## src/rtl/stream_fifo_pkg.sv

```systemverilog
// Shared sizing helpers and limits for the single-clock stream FIFO.
package stream_fifo_pkg;

    localparam int MAX_DEPTH = 256;

    // Pointer width; never narrower than one bit so DEPTH=1 still has a legal vector.
    function automatic int addr_width(input int depth);
        return (depth <= 2) ? 1 : $clog2(depth);
    endfunction

    function automatic int usage_width(input int depth);
        return $clog2(depth + 1);
    endfunction

endpackage

```

## src/rtl/stream_fifo_ptr.sv

```systemverilog
// Pointer counter that wraps from DEPTH-1 to 0 (DEPTH need not be a power of two),
// with increment enable, synchronous clear and a configurable reset value.
module stream_fifo_ptr
    import stream_fifo_pkg::*;
#(
    parameter int DEPTH     = 8,
    parameter int RESET_VAL = 0,
    localparam int AW       = addr_width(DEPTH)
) (
    input  logic          clk_i,
    input  logic          rst_ni,
    input  logic          clear_i,
    input  logic          inc_i,
    output logic [AW-1:0] ptr_o
);

    localparam logic [AW-1:0] LAST    = AW'(DEPTH - 1);
    localparam logic [AW-1:0] RST_PTR = AW'(RESET_VAL % DEPTH);

    logic [AW-1:0] ptr_q;

    always_ff @(posedge clk_i or negedge rst_ni) begin
        if (!rst_ni) begin
            ptr_q <= RST_PTR;
        end else if (clear_i) begin
            ptr_q <= '0;
        end else if (inc_i) begin
            ptr_q <= (ptr_q == LAST) ? '0 : ptr_q + AW'(1);
        end
    end

    assign ptr_o = ptr_q;

endmodule

```

## src/rtl/stream_fifo.sv

```systemverilog
// Single-clock valid/ready stream FIFO with optional fall-through and flush.
// Define STREAM_FIFO_RESET_MSG_EN to leave RESET_MSG queued as the head entry after reset.
module stream_fifo
    import stream_fifo_pkg::*;
#(
    parameter int                    DATA_WIDTH   = 64,
    parameter int                    DEPTH        = 8,
    parameter logic                  FALL_THROUGH = 1'b0,
    parameter logic [DATA_WIDTH-1:0] RESET_MSG    = '0,
    localparam int                   AW           = addr_width(DEPTH),
    localparam int                   UW           = usage_width(DEPTH)
) (
    input  logic                  clk_i,
    input  logic                  rst_ni,
    input  logic                  flush_i,
    input  logic [DATA_WIDTH-1:0] data_i,
    input  logic                  valid_i,
    output logic                  ready_o,
    output logic [DATA_WIDTH-1:0] data_o,
    output logic                  valid_o,
    input  logic                  ready_i,
    output logic [UW-1:0]         usage_o
);

`ifdef STREAM_FIFO_RESET_MSG_EN
    localparam logic MSG_AT_RESET = 1'b1;
`else
    localparam logic MSG_AT_RESET = 1'b0;
`endif

    logic [DATA_WIDTH-1:0] mem [DEPTH];
    logic [AW-1:0]         rd_ptr;
    logic [AW-1:0]         wr_ptr;
    logic [UW-1:0]         usage_q;
    logic                  msg_q;
    logic                  empty;
    logic                  full;
    logic                  push;
    logic                  pop;
    logic                  bypass;
    logic                  wr_en;
    logic                  rd_en;

    assign empty = (usage_q == '0);
    assign full  = (usage_q == UW'(DEPTH));

    // Handshake: a transfer happens on a rising edge where valid and ready are both high.
    // ready_o never looks at ready_i (no push into a full FIFO even with a pop), and
    // flush_i masks both sides so no transfer completes in a flush cycle.
    assign ready_o = !full && !flush_i;
    assign valid_o = (FALL_THROUGH ? (!empty || valid_i) : !empty) && !flush_i;

    assign push   = valid_i && ready_o;
    assign pop    = valid_o && ready_i;
    // An empty fall-through FIFO hands the word straight to the consumer without storing it.
    assign bypass = FALL_THROUGH && empty && push && pop;
    assign wr_en  = push && !bypass;
    assign rd_en  = pop && !bypass;

    // The reset message lives in a flag rather than storage, so the array needs no reset.
    assign data_o = (FALL_THROUGH && empty) ? data_i
                  : (msg_q ? RESET_MSG : mem[rd_ptr]);
    assign usage_o = usage_q;

    stream_fifo_ptr #(
        .DEPTH     (DEPTH),
        .RESET_VAL (0)
    ) u_rd_ptr (
        .clk_i   (clk_i),
        .rst_ni  (rst_ni),
        .clear_i (flush_i),
        .inc_i   (rd_en),
        .ptr_o   (rd_ptr)
    );

    stream_fifo_ptr #(
        .DEPTH     (DEPTH),
        .RESET_VAL (int'(MSG_AT_RESET))
    ) u_wr_ptr (
        .clk_i   (clk_i),
        .rst_ni  (rst_ni),
        .clear_i (flush_i),
        .inc_i   (wr_en),
        .ptr_o   (wr_ptr)
    );

    always_ff @(posedge clk_i) begin
        if (wr_en) begin
            mem[wr_ptr] <= data_i;
        end
    end

    always_ff @(posedge clk_i or negedge rst_ni) begin
        if (!rst_ni) begin
            msg_q <= MSG_AT_RESET;
        end else if (flush_i || rd_en) begin
            msg_q <= 1'b0;
        end
    end

    always_ff @(posedge clk_i or negedge rst_ni) begin
        if (!rst_ni) begin
            usage_q <= UW'(MSG_AT_RESET);
        end else if (flush_i) begin
            usage_q <= '0;
        end else begin
            case ({wr_en, rd_en})
                2'b10:   usage_q <= usage_q + UW'(1);
                2'b01:   usage_q <= usage_q - UW'(1);
                default: usage_q <= usage_q;
            endcase
        end
    end

endmodule

```

## config.mk

```make
export PLATFORM = sky130hd
export DESIGN_NAME = stream_fifo
export DESIGN_NICKNAME = d
export VERILOG_FILES = /design/src/rtl/stream_fifo_pkg.sv /design/src/rtl/stream_fifo_ptr.sv /design/src/rtl/stream_fifo.sv
export SDC_FILE = /design/constraint.sdc
export NUM_CORES = 1
export LEC_CHECK = 0
export CAP_MARGIN = 20
export CELL_PAD_IN_SITES_DETAIL_PLACEMENT = 2
export CELL_PAD_IN_SITES_GLOBAL_PLACEMENT = 2
export CORE_MARGIN = 2
export CORE_UTILIZATION = 51
export CTS_BUF_LIST = sky130_fd_sc_hd__clkbuf_8 sky130_fd_sc_hd__clkbuf_16
export DETAILED_ROUTE_END_ITERATION = 10
export GPL_ROUTABILITY_DRIVEN = 0
export PLACE_DENSITY = 0.95
export SYNTH_ARGS = -nofsm -noshare
export SYNTH_HDL_FRONTEND = slang
export SYNTH_SLANG_ARGS = --single-unit
```

## constraint.sdc

```tcl
create_clock -name clk_i -period 13 [get_ports clk_i]
set_clock_uncertainty 0.05 [all_clocks]
set_input_delay 1.3 -clock clk_i [delete_from_list [all_inputs] [get_ports clk_i]]
set_output_delay 1.3 -clock clk_i [all_outputs]
set_load 0.05 [all_outputs]
```

; ---- Word level (Yosys, flattened, before mapping)
; Memory sizes are Yosys's and may differ from the RTL's.
; Index checks and enable logic that the tools add are counted.
; W data, S select, Z words.
[word_totals]
in_bits = 69
mem_bits_rw = 512
memories = 1
register_bits = 10
mem_bits_ro = 0
latchBits = 0
out_inout_bits = 70
[op_classes]
n_div = 0
reduce_logical = 11
order_cmp = 0
shift = 0
n_eq_ne = 5
n_mux = 10
bitwise_logic = 0
mul = 0
n_addsub = 4
[mem_list]
columns = name, words, word_bits, read_ports, rd_ports_with_merged_regs, wr, line_no
row1 = mem, 8, 64, 1, 0, 1, stream_fifo.sv:31  ; logic [DATA_WIDTH-1:0] mem [DEPTH];
[ops]
columns = cell, count
row1 = $mux W3, 6
row2 = $pmux W4 S2, 1
row3 = $add A3 B1 Y3 const B, 2
row4 = $eq A3 B3 Y1 const B, 2
row5 = $add A4 B1 Y4 const B, 1
row6 = $eq A4 B4 Y1 const B, 1
row7 = $logic_and A1 B1 Y1, 4
row8 = $logic_not A4 Y1, 1
row9 = $mux W4, 1
row10 = $reduce_bool A2 Y1, 2
row11 = $sub A4 B1 Y4 const B, 1
row12 = $logic_not A1 Y1, 3
row13 = $reduce_bool A3 Y1, 1
row14 = $eq A2 B1 Y1 const B, 1
row15 = $eq A2 B2 Y1 const B, 1
row16 = $mux W1, 2

; ---- Logic depth before layout (Yosys ltp)
; Gate-level depths: netlist of run 1.
[depth]
depth_word = 7
depth_mapped = 10
depth_no_buf = 9

; ---- Hierarchy
; Synthesis of run 1 repeated with hierarchy kept, for this count alone.
[hier_totals]
cells_unflattened = 808
area_unflattened_um2 = 19847.8
[modules_own_cells]
columns = mod, area_per_inst_um2, seq_area_each_um2, cells_each, instances
row1 = stream_fifo, 19545.0, 15474.8, 784, 1
row2 = stream_fifo_ptr, 151.4, 75.1, 12, 2

; ---- Worst setup path after synthesis of run 1
; Ideal clock, no wire load.
[synth_path]
kind = in2reg
startpoint = input valid_i
endpoint = memory mem[2][0] (enable)
path_stages = 3
setup_slack_ns = 4.069
n_path_buf = 0
setup_time_ns = 0.666
arrival_time_ns = 8.215
required_ns = 12.284
path_cell_list = nor2b_1 > nand2_1 > nor4b_1
[synth_between]
elab_chain_len = 3
[synth_rtl]
columns = element, line_no
row1 = "start, declared", stream_fifo.sv:17  ; input logic valid_i,
row2 = $logic_and A1 B1 Y1, stream_fifo.sv:53  ; assign push = valid_i && ready_o;
row3 = $mux W1, stream_fifo.sv:88  ; if (wr_en) begin
row4 = $mux W1 (implied by the code), stream_fifo.sv:89  ; mem[wr_ptr] <= data_i;
row5 = "end, declared", stream_fifo.sv:31
; Every way passes these cells.

; ---- Worst setup path after layout of run 1
[layout_path]
startpoint = register u_rd_ptr.ptr_q[0] (netlist: u_rd_ptr.ptr_o[0])
endpoint = output data_o[48]
[layout_between]
elab_chain_len = 1
[layout_rtl]
columns = element, line_no
row1 = "start, declared", stream_fifo_ptr.sv:20  ; logic [AW-1:0] ptr_q;
row2 = "start signal, assigned", stream_fifo_ptr.sv:28  ; ptr_q <= (ptr_q == LAST) ? '0 : ptr_q + AW'(1);
row3 = $mem_v2 Z8 W64, n/a
row4 = "end, declared", stream_fifo.sv:19  ; output logic [DATA_WIDTH-1:0] data_o,
; Every way passes these cells.

==> results.sh, run 1 <==
export IMPL_status="finished clean"
export IMPL_cts_htree_levels=2
export IMPL_final_util_pct=61.2
export IMPL_synth_ff_type="edfxtp_1"
export IMPL_min_period_over_period_pct=42.8
export IMPL_worst_r2r_endpoint="mem[3][57]"
export IMPL_dp_hpwl_um=29200
export IMPL_final_cells=1556
export IMPL_cellInternalPower_mw=2.92
export IMPL_fin_setup_tns_ns=0
export IMPL_ys_seq_elements=522
export IMPL_share_comb_of_total_power_pct=9.7
export IMPL_clockRootBuffer="clkbuf_16"
export IMPL_relSlewSlack_pct=27.2
export IMPL_multi_input_area_mm2=0.00411
export IMPL_clk_pin_slew_ns=0.06
export IMPL_max_freq_ghz=0.180
export IMPL_power_share_clock_pct=40.5
export IMPL_overflow=0
export IMPL_min_to="usage_o[3]"
export IMPL_rr_startpoint="usage_o[1]"
export IMPL_p_per_area_mw_per_mm2=162
export IMPL_clock_latency_ns=0.59
export IMPL_num_vias=9413
export IMPL_ant_nets=0
export IMPL_hold_path_class="reg2reg"
export IMPL_drive_gt1_share_pct=29.5
export IMPL_antenna_found_initial=4
export IMPL_path_class="reg2out"
export IMPL_rrSetupSlack_ns=9.65
export IMPL_vias_per_cell=6.05
export IMPL_portBuffers=138
export IMPL_postCtsResizedCells=0
export IMPL_fin_total_pwr_mw=3.83
export IMPL_power_switching_uw=909
export IMPL_setup_violations=0
export IMPL_postCtsHoldBufs=0
export IMPL_ir_drop_mv=0.133
export IMPL_wirelength_um=54300
export IMPL_place_inst=1455
export IMPL_grt_usage_pct=27.8
export IMPL_synthCells=818
export IMPL_syn_avg_cell_area_um2=24.4
export IMPL_final_max_slew_violation_count=0
export IMPL_min_from="usage_o[3]"
export IMPL_coreArea_mm2=0.0386
export IMPL_worst_setup_path_start_kind="flip-flop"
export IMPL_dr_pass1_iters=4
export IMPL_yosysSeqAreaShare_pct=78.4
export IMPL_grt_pass1_wl_um=79400
export IMPL_cp_required_ns=11.65
export IMPL_fp_row_count=72
export IMPL_p_seq_share_pct=49.8
export IMPL_initial_core_util_pct=51.6
export IMPL_cts_sinks=522
export IMPL_syn_area_mm2=0.0199
export IMPL_drtIter0Drc=954
export IMPL_wire_per_inst_um=34.9
export IMPL_synthArstFlopShare_pct=1.92
export IMPL_die_area_mm2=0.0407
export IMPL_n_fill_cell=2907
export IMPL_cts_buffer_depth=3
export IMPL_ioPinCount=139
export IMPL_swShare_pct=23.8
export IMPL_tightest_slew_ns=1.09
export IMPL_synth_cell_types=37
export IMPL_p_leak_nw=7.36
export IMPL_post_route_drc_count=0
export IMPL_period_needed_ns=5.56
export IMPL_finalHoldViolCount=0
export IMPL_die_w_um=202
export IMPL_finalNetCount=1068
export IMPL_area_growth_syn_to_layout_pct=18.7
export IMPL_syn_num_nets=894
export IMPL_max_cap_violations=0
export IMPL_postCtsSetupBuffers=0
export IMPL_cts_tree="yes"
export IMPL_worst_hold_path_num_cells=1
export IMPL_path_max_fanout=46
export IMPL_synth_edff_count=512
export IMPL_die_y_um=202
export IMPL_regArea_mm2=0.0156
export IMPL_grt_max_degree=57
export IMPL_yosysWarnings=0
export IMPL_arrival_ns=4.21
export IMPL_numCtsBuffers=53
export IMPL_rsz0062_at_grt="no"
export IMPL_critPathCaptureType="primary output"
export IMPL_reg2regPathDepth=6
export IMPL_grt_pass1_vias=10600
## per-layer routing
layer	global-route usage (%)	vias up	wire length, um
li1	-	3848	-
met1	34.9	5143	20900
met2	49.8	330	29400
met3	4.44	90	2580
met4	8.67	2	1490
met5	0	-	11
## cell families after synthesis
group / count (synthesis) / share of synthesized area (%)
flip-flops: 522 / 78.4
multiplexers: 193 / 18.1
buffers and inverters: 40 / 1.24
AND/OR/NAND/NOR: 38 / 1.15
AO/OA/AOI/OAI: 14 / 0.446
adder cells (fa/ha/maj): 7 / 0.477
XOR/XNOR: 4 / 0.176
## worst max-delay path: stages, from the launching register on
cell and delay, ns:
dfrtp_4 1.00, buf_4 0.83, mux4_2 0.62, mux2_2 0.30
clkdlybuf4s50_1 0.74
## final cells by class
type,count,area share [%]
multi-input combinational,256,17.4
inverter,1,0.0159
timing repair buffer,158,6.47
antenna,3,0.0317
clock inverter,39,1.27
tap,518,2.74
sequential,522,66.1
clock buffer,59,6.05
## metrics by stage
stage / hold WS [ns] / setup WS, ns / cell area [um^2]
final: 0.598 / 7.44 / 23700
after global routing: 0.609 / 7.13 / 23700
after CTS: 0.583 / 7.32 / 23700
after detailed placement: 0.544 / 7.96 / 21900
after global placement: 0.518 / 8.04 / 21900
after floorplan: 0.528 / 4.07 / 19900
## flip-flops by register name, indices dropped and copies added, names as in the netlist
register,cells
u_rd_ptr.ptr_o,3
u_wr_ptr.ptr_o,3
mem,512
usage_o,4
## layout by cell type (no fill, tap or decap), drive strengths merged, types with 6 or more instances in the layout
cell / n
mux2: 64
dfrtp: 10
nor2: 6
mux4: 128
ha: 6
buf: 20
clkinv: 26
clkdlybuf4s50: 138
edfxtp: 512
clkbuf: 59
nand2: 8
inv: 8
## Yosys cell counts, types with 2 or more instances
cell type,number,area [um^2]
mux4_2,128,2880
buf_6,12,135
nor2_1,5,18.8
o21ai_1,3,15.0
a21oi_1,5,25.0
a221oi_1,2,17.5
edfxtp_1,512,15400
dfrtp_1,10,250
mux2_2,64,721
nand3b_1,3,22.5
buf_2,6,30.0
clkbuf_1,12,45.0
nor4b_1,2,17.5
buf_1,9,33.8
nand2b_1,2,12.5
nor2b_1,2,12.5
nand2_1,8,30.0
ha_1,6,75.1
xnor2_1,3,26.3
or3_1,3,18.8
nor3_1,4,20.0
nor3b_1,2,15.0
## power by group through the flow
| stage | sequential, mW | clock [mW] | combinational (mW) |
|---|---|---|---|
| finish | 1.90 | 1.55 | 0.373 |
| floorplan | 1.93 | 0 | 0.242 |
| global route | 1.91 | 1.62 | 0.390 |
| detailed placement | 1.94 | 0 | 0.370 |
| global placement | 1.93 | 0 | 0.351 |
| CTS | 1.91 | 1.58 | 0.378 |
## how the worst max path moves through the flow
stage / from / endpoint / slack, ns / cells past startpoint
after floorplan: valid_i / mem[2][0] / 4.07 / 3
after global placement: u_rd_ptr.ptr_o[0] / data_o[46] / 8.04 / 4
after detailed placement: u_rd_ptr.ptr_o[0] / data_o[43] / 7.96 / 4
after CTS: u_rd_ptr.ptr_o[0] / data_o[15] / 7.32 / 4
after global routing: u_rd_ptr.ptr_o[0] / data_o[38] / 7.13 / 4
final: u_rd_ptr.ptr_o[0] / data_o[48] / 7.44 / 4
Note: power is estimated with default switching activity, not from simulation.
==> run 2: changes to the inputs <==
--- a/config.mk
+++ b/config.mk
@@ -9,11 +9,11 @@
 export CELL_PAD_IN_SITES_DETAIL_PLACEMENT = 2
 export CELL_PAD_IN_SITES_GLOBAL_PLACEMENT = 2
 export CORE_MARGIN = 2
-export CORE_UTILIZATION = 51
+export CORE_UTILIZATION = 47
 export CTS_BUF_LIST = sky130_fd_sc_hd__clkbuf_8 sky130_fd_sc_hd__clkbuf_16
 export DETAILED_ROUTE_END_ITERATION = 10
 export GPL_ROUTABILITY_DRIVEN = 0
-export PLACE_DENSITY = 0.95
+export PLACE_DENSITY = 0.89
 export SYNTH_ARGS = -nofsm -noshare
 export SYNTH_HDL_FRONTEND = slang
 export SYNTH_SLANG_ARGS = --single-unit
==> constraint.sdc (replaced) <==
create_clock -name clk_i -period 5.72 [get_ports clk_i]
set_clock_uncertainty 0.05 [all_clocks]
set_input_delay 0.572 -clock clk_i [delete_from_list [all_inputs] [get_ports clk_i]]
set_output_delay 0.572 -clock clk_i [all_outputs]
set_load 0.05 [all_outputs]
==> results.sh, run 2 (synthesized netlist as in run 1, its figures left out) <==
export IMPL_relSlewSlack_pct=39.8
export IMPL_critPathCaptureType="primary output"
export IMPL_ir_drop_mv=0.351
export IMPL_hold_path_class="in2async"
export IMPL_largest_reg_flops=512
export IMPL_final_max_slew_violation_count=0
export IMPL_mostFrequentLayoutCells="edfxtp_1, clkdlybuf4s50_1, mux4_2, mux2_2, clkbuf_16"
export IMPL_p_leak_nw=7.35
export IMPL_wirelength_um=48500
export IMPL_setup_worst_path_end="data_o[6]"
export IMPL_vias_per_cell=5.80
export IMPL_ioPinCount=139
export IMPL_wire_per_inst_um=30.9
export IMPL_rrSetupSlack_ns=2.73
export IMPL_status="finished clean"
export IMPL_finalNetCount=1068
export IMPL_grt_usage_pct=22.6
export IMPL_fp_row_count=75
export IMPL_worst_r2r_endpoint="usage_o[3]"
export IMPL_antenna_found_initial=6
export IMPL_place_inst=1476
export IMPL_cp_required_ns=5.10
export IMPL_initial_core_util_pct=47.5
export IMPL_area_growth_syn_to_layout_pct=18.7
export IMPL_crit_start="u_rd_ptr.ptr_o[1]"
export IMPL_min_period_over_period_pct=72.8
export IMPL_clock_latency_ns=0.58
export IMPL_cts_sinks=522
export IMPL_dp_hpwl_um=27800
export IMPL_n_fill_cell=3325
export IMPL_cts_buffer_depth=3
export IMPL_grt_pass1_vias=10500
export IMPL_die_area_mm2=0.0441
export IMPL_cts_tree="yes"
export IMPL_layout_cells_most_common="edfxtp_1"
export IMPL_path_max_fanout=72
export IMPL_reg2regPathDepth=9
export IMPL_die_w_um=210
export IMPL_max_cap_violations=0
export IMPL_rsz0062_at_grt="no"
export IMPL_coreArea_mm2=0.0419
export IMPL_ant_nets=0
export IMPL_postCtsResizedCells=0
export IMPL_portBuffers=138
export IMPL_tightest_slew_ns=0.903
export IMPL_clk_pin_slew_ns=0.06
export IMPL_worst_setup_path_start_kind="flip-flop"
export IMPL_dr_pass1_iters=4
export IMPL_max_freq_ghz=0.240
export IMPL_postCtsSetupBuffers=0
export IMPL_grt_max_degree=73
export IMPL_numCtsBuffers=53
export IMPL_period_needed_ns=4.17
export IMPL_grt_pass1_wl_um=71500
export IMPL_final_cells=1571
export IMPL_drtIter0Drc=542
export IMPL_p_per_area_mw_per_mm2=360
export IMPL_overflow=0
export IMPL_cts_htree_levels=2
export IMPL_setup_violations=0
export IMPL_post_route_drc_count=0
export IMPL_die_y_um=210
export IMPL_num_vias=9111
export IMPL_arrival_ns=3.54
export IMPL_regMostFlops="mem"
export IMPL_rr_startpoint="usage_o[1]"
export IMPL_path_class="reg2out"
export IMPL_finalHoldViolCount=0
export IMPL_clockRootBuffer="clkbuf_16"
export IMPL_holdWs_ns=0.281
export IMPL_postCtsHoldBufs=0
export IMPL_drive_gt1_share_pct=28.7
run 2: cell types whose count changed in the layout (fill, tap and decap cells not counted), sizes merged:
cell      previous run  this run
bufinv               5         6
inv                  8        15
diode                3         2
clkbuf              59        54
clkinvlp             1         2
clkinv              26        17
run 2: area by class of cell:
cell class / count / area [um^2] / area share (%)
Multi-Input combinational cell: 256 / 4120 / 17.4
Tap cell: 539 / 674 / 2.85
Sequential cell: 522 / 15600 / 66.1
Antenna cell: 2 / 5.00 / 0.0211
Inverter: 1 / 3.75 / 0.0159
Timing Repair Buffer: 158 / 1570 / 6.63
Clock buffer: 54 / 1340 / 5.66
Clock inverter: 39 / 320 / 1.35
run 2: routing by layer:
layer | share of wire, % | vias up | track usage [%] | wire [um]
li1 | - | 3856 | - | -
met1 | 41 | 4974 | 28.4 | 19700
met2 | 53 | 203 | 40.6 | 25800
met3 | 3.9 | 72 | 3.90 | 1900
met4 | 2.1 | 6 | 6.58 | 1040
met5 | 0.083 | - | 0 | 40
run 2: how the worst min path moves through the flow:
stage / from / slack, ns / endpoint / depth (start not counted)
global placement: usage_o[3] / 0.51 / usage_o[3] / 1
global route: rst_ni / 0.30 / usage_o[2] / 1
floorplan: rst_ni / 0.23 / u_rd_ptr.ptr_o[0] / 0
finish: rst_ni / 0.28 / u_wr_ptr.ptr_o[1] / 1
CTS: rst_ni / 0.26 / usage_o[2] / 1
detailed placement: usage_o[3] / 0.55 / usage_o[3] / 1
run 2: critical path, stage by stage, from the launching register on:
cell             delay, ns
dfrtp_4               0.99
buf_12                0.43
mux4_2                0.39
mux2_2                0.28
clkdlybuf4s50_1       0.74
run 2: metrics by stage:
stage	utilization [%]	instance area, um^2	total power, mW	worst slack (ns)	TNS (ns)
final	56.4	23700	8.52	1.55	0
after CTS	56.4	23700	8.62	1.49	0
after global routing	56.4	23700	8.78	1.41	0
after global placement	52.4	22000	5.20	2.14	0
after floorplan	-	19900	4.94	-2.74	-614.70
after detailed placement	52.4	22000	5.25	2.03	0
run 2: where the power goes:
| group | internal (mW) | switching [mW] |
|---|---|---|
| clock network | 1.95 | 1.41 |
| registers | 4.27 | 0.0363 |
| logic | 0.349 | 0.500 |
==> run 3: changes to the inputs <==
--- a/config.mk
+++ b/config.mk
@@ -9,11 +9,11 @@
 export CELL_PAD_IN_SITES_DETAIL_PLACEMENT = 2
 export CELL_PAD_IN_SITES_GLOBAL_PLACEMENT = 2
 export CORE_MARGIN = 2
-export CORE_UTILIZATION = 47
+export CORE_UTILIZATION = 42
 export CTS_BUF_LIST = sky130_fd_sc_hd__clkbuf_8 sky130_fd_sc_hd__clkbuf_16
 export DETAILED_ROUTE_END_ITERATION = 10
 export GPL_ROUTABILITY_DRIVEN = 0
-export PLACE_DENSITY = 0.89
+export PLACE_DENSITY = 0.85
 export SYNTH_ARGS = -nofsm -noshare
 export SYNTH_HDL_FRONTEND = slang
 export SYNTH_SLANG_ARGS = --single-unit
==> constraint.sdc (replaced) <==
create_clock -name clk_i -period 3.5 [get_ports clk_i]
set_clock_uncertainty 0.05 [all_clocks]
set_input_delay 0.35 -clock clk_i [delete_from_list [all_inputs] [get_ports clk_i]]
set_output_delay 0.35 -clock clk_i [all_outputs]
set_load 0.05 [all_outputs]
==> results.sh, run 3 (synthesized netlist as in run 1, its figures left out) <==
export IMPL_status="finished clean"
export IMPL_die_w_um=222
export IMPL_swShare_pct=23.4
export IMPL_cp_required_ns=3.10
export IMPL_arrival_ns=2.97
export IMPL_dr_pass1_iters=4
export IMPL_drive_gt1_share_pct=29.9
export IMPL_reg2regPathDepth=10
export IMPL_ioPinCount=139
export IMPL_max_cap_violations=0
export IMPL_hold_path_class="in2async"
export IMPL_clk_pin_slew_ns=0.06
export IMPL_setup_violations=0
export IMPL_cts_sinks=522
export IMPL_cellInternalPower_mw=10.5
export IMPL_tightest_slew_ns=0.609
export IMPL_regArea_mm2=0.0156
export IMPL_area_growth_syn_to_layout_pct=20.7
export IMPL_clock_latency_ns=0.60
export IMPL_cts_tree="yes"
export IMPL_rr_startpoint="usage_o[0]"
export IMPL_final_cells=1650
export IMPL_path_max_fanout=13
export IMPL_min_period_over_period_pct=96.2
export IMPL_max_freq_ghz=0.297
export IMPL_p_leak_nw=7.67
export IMPL_finalNetCount=1081
export IMPL_rsz0062_at_grt="no"
export IMPL_power_switching_mw=3.21
export IMPL_p_seq_share_pct=51.4
export IMPL_worst_r2r_endpoint="usage_o[3]"
export IMPL_period_needed_ns=3.37
export IMPL_worst_setup_path_start_kind="flip-flop"
export IMPL_portBuffers=138
export IMPL_p_per_area_mw_per_mm2=570
export IMPL_finalHoldViolCount=0
export IMPL_power_share_clock_pct=38.5
export IMPL_post_route_drc_count=0
export IMPL_place_inst=1555
export IMPL_largest_reg_flops=512
export IMPL_fp_row_count=79
export IMPL_die_area_mm2=0.0492
export IMPL_layout_cells_most_common="edfxtp_1"
export IMPL_holdWs_ns=0.0791
export IMPL_clockRootBuffer="clkbuf_16"
export IMPL_dp_hpwl_um=28600
export IMPL_mostFrequentLayoutCells="edfxtp_1, mux4_2, clkdlybuf4s50_1, mux2_2, clkbuf_16"
export IMPL_antenna_found_initial=0
export IMPL_cts_buffer_depth=3
export IMPL_wire_per_inst_um=29.8
export IMPL_antennaDiodeCount=0
export IMPL_numCtsBuffers=54
export IMPL_share_comb_of_total_power_pct=10.1
export IMPL_initial_core_util_pct=42.7
export IMPL_multi_input_area_mm2=0.00417
export IMPL_final_max_slew_violation_count=0
export IMPL_ir_drop_mv=0.586
export IMPL_wirelength_um=49200
export IMPL_die_y_um=222
export IMPL_num_vias=9212
export IMPL_grt_max_degree=47
export IMPL_overflow=0
export IMPL_grt_pass1_wl_um=73200
export IMPL_regMostFlops="mem"
export IMPL_drtIter0Drc=631
export IMPL_relSlewSlack_pct=59.4
export IMPL_cts_htree_levels=2
export IMPL_n_fill_cell=3906
export IMPL_rrSetupSlack_ns=0.50
export IMPL_critPathCaptureType="primary output"
export IMPL_path_class="reg2out"
export IMPL_grt_pass1_vias=10700
export IMPL_ant_nets=0
export IMPL_grt_usage_pct=20.5
export IMPL_vias_per_cell=5.58
export IMPL_coreArea_mm2=0.0467
## run 3: per-stage QoR
step / utilization (%) / area (um^2) / setup slack (ns) / power (mW) / setup TNS, ns
after floorplan: - / 20000 / -0.0348 / 8.08 / -2.22
after global placement: 48.1 / 22400 / 0.607 / 8.55 / 0
after detailed placement: 48.1 / 22400 / 0.367 / 8.62 / 0
after CTS: 51.5 / 24000 / 0.0000770 / 13.9 / 0
after global routing: 51.6 / 24100 / 0.00863 / 14.1 / 0
final: 51.6 / 24100 / 0.133 / 13.7 / 0
## run 3: timing repair
| item | 4_1_cts | 5_1_grt |
|---|---|---|
| endpoints found under the hold margin | 0 | 0 |
| pin swaps | 0 | 0 |
| resized for setup | 39 | 19 |
| setup endpoints to repair | 53 | 19 |
| hold buffers | 0 | 0 |
| buffers inserted | 1 | 0 |
## run 3: power groups by stage
stage	Sequential [mW]	Clock, mW	Combinational, mW
after floorplan	7.17	0	0.905
after global placement	7.16	0	1.39
after detailed placement	7.18	0	1.45
after CTS	7.05	5.43	1.42
after global routing	7.05	5.61	1.47
final	7.04	5.29	1.39
## run 3: layer usage
layer | track usage [%] | vias up | share of wire (%)
met2 | 37.3 | 193 | 54
met5 | 0 | - | 0
met4 | 5.95 | 0 | 2.3
li1 | - | 3875 | -
met1 | 25.4 | 5070 | 40
met3 | 3.23 | 74 | 3.5
## run 3: worst max-delay path, cell delays in order, from the launching register on
cell and delay, ns:
dfrtp_4 0.51, buf_4 0.31, mux4_2 0.56, mux2_2 0.28, clkdlybuf4s50_1 0.71
## run 3: worst max-delay path by stage
stage	start	end	slack, ns	cells after the start
6_report	u_rd_ptr.ptr_o[0]	data_o[39]	0.13	4
5_1_grt	u_rd_ptr.ptr_o[0]	data_o[39]	0.009	4
4_1_cts	u_rd_ptr.ptr_o[0]	data_o[7]	0.00008	4
3_5_place_dp	flush_i	usage_o[3]	0.37	9
3_3_place_gp	flush_i	usage_o[3]	0.61	9
2_1_floorplan	usage_o[0]	mem[2][0]	-0.03	3
## run 3: cell type report
cell class / instances / area share [%]
Multi-Input combinational cell: 256 / 17.3
Clock inverter: 39 / 0.936
Tap cell: 607 / 3.16
Sequential cell: 522 / 65.0
Inverter: 1 / 0.0156
Clock buffer: 55 / 5.72
Timing Repair Buffer: 170 / 7.88
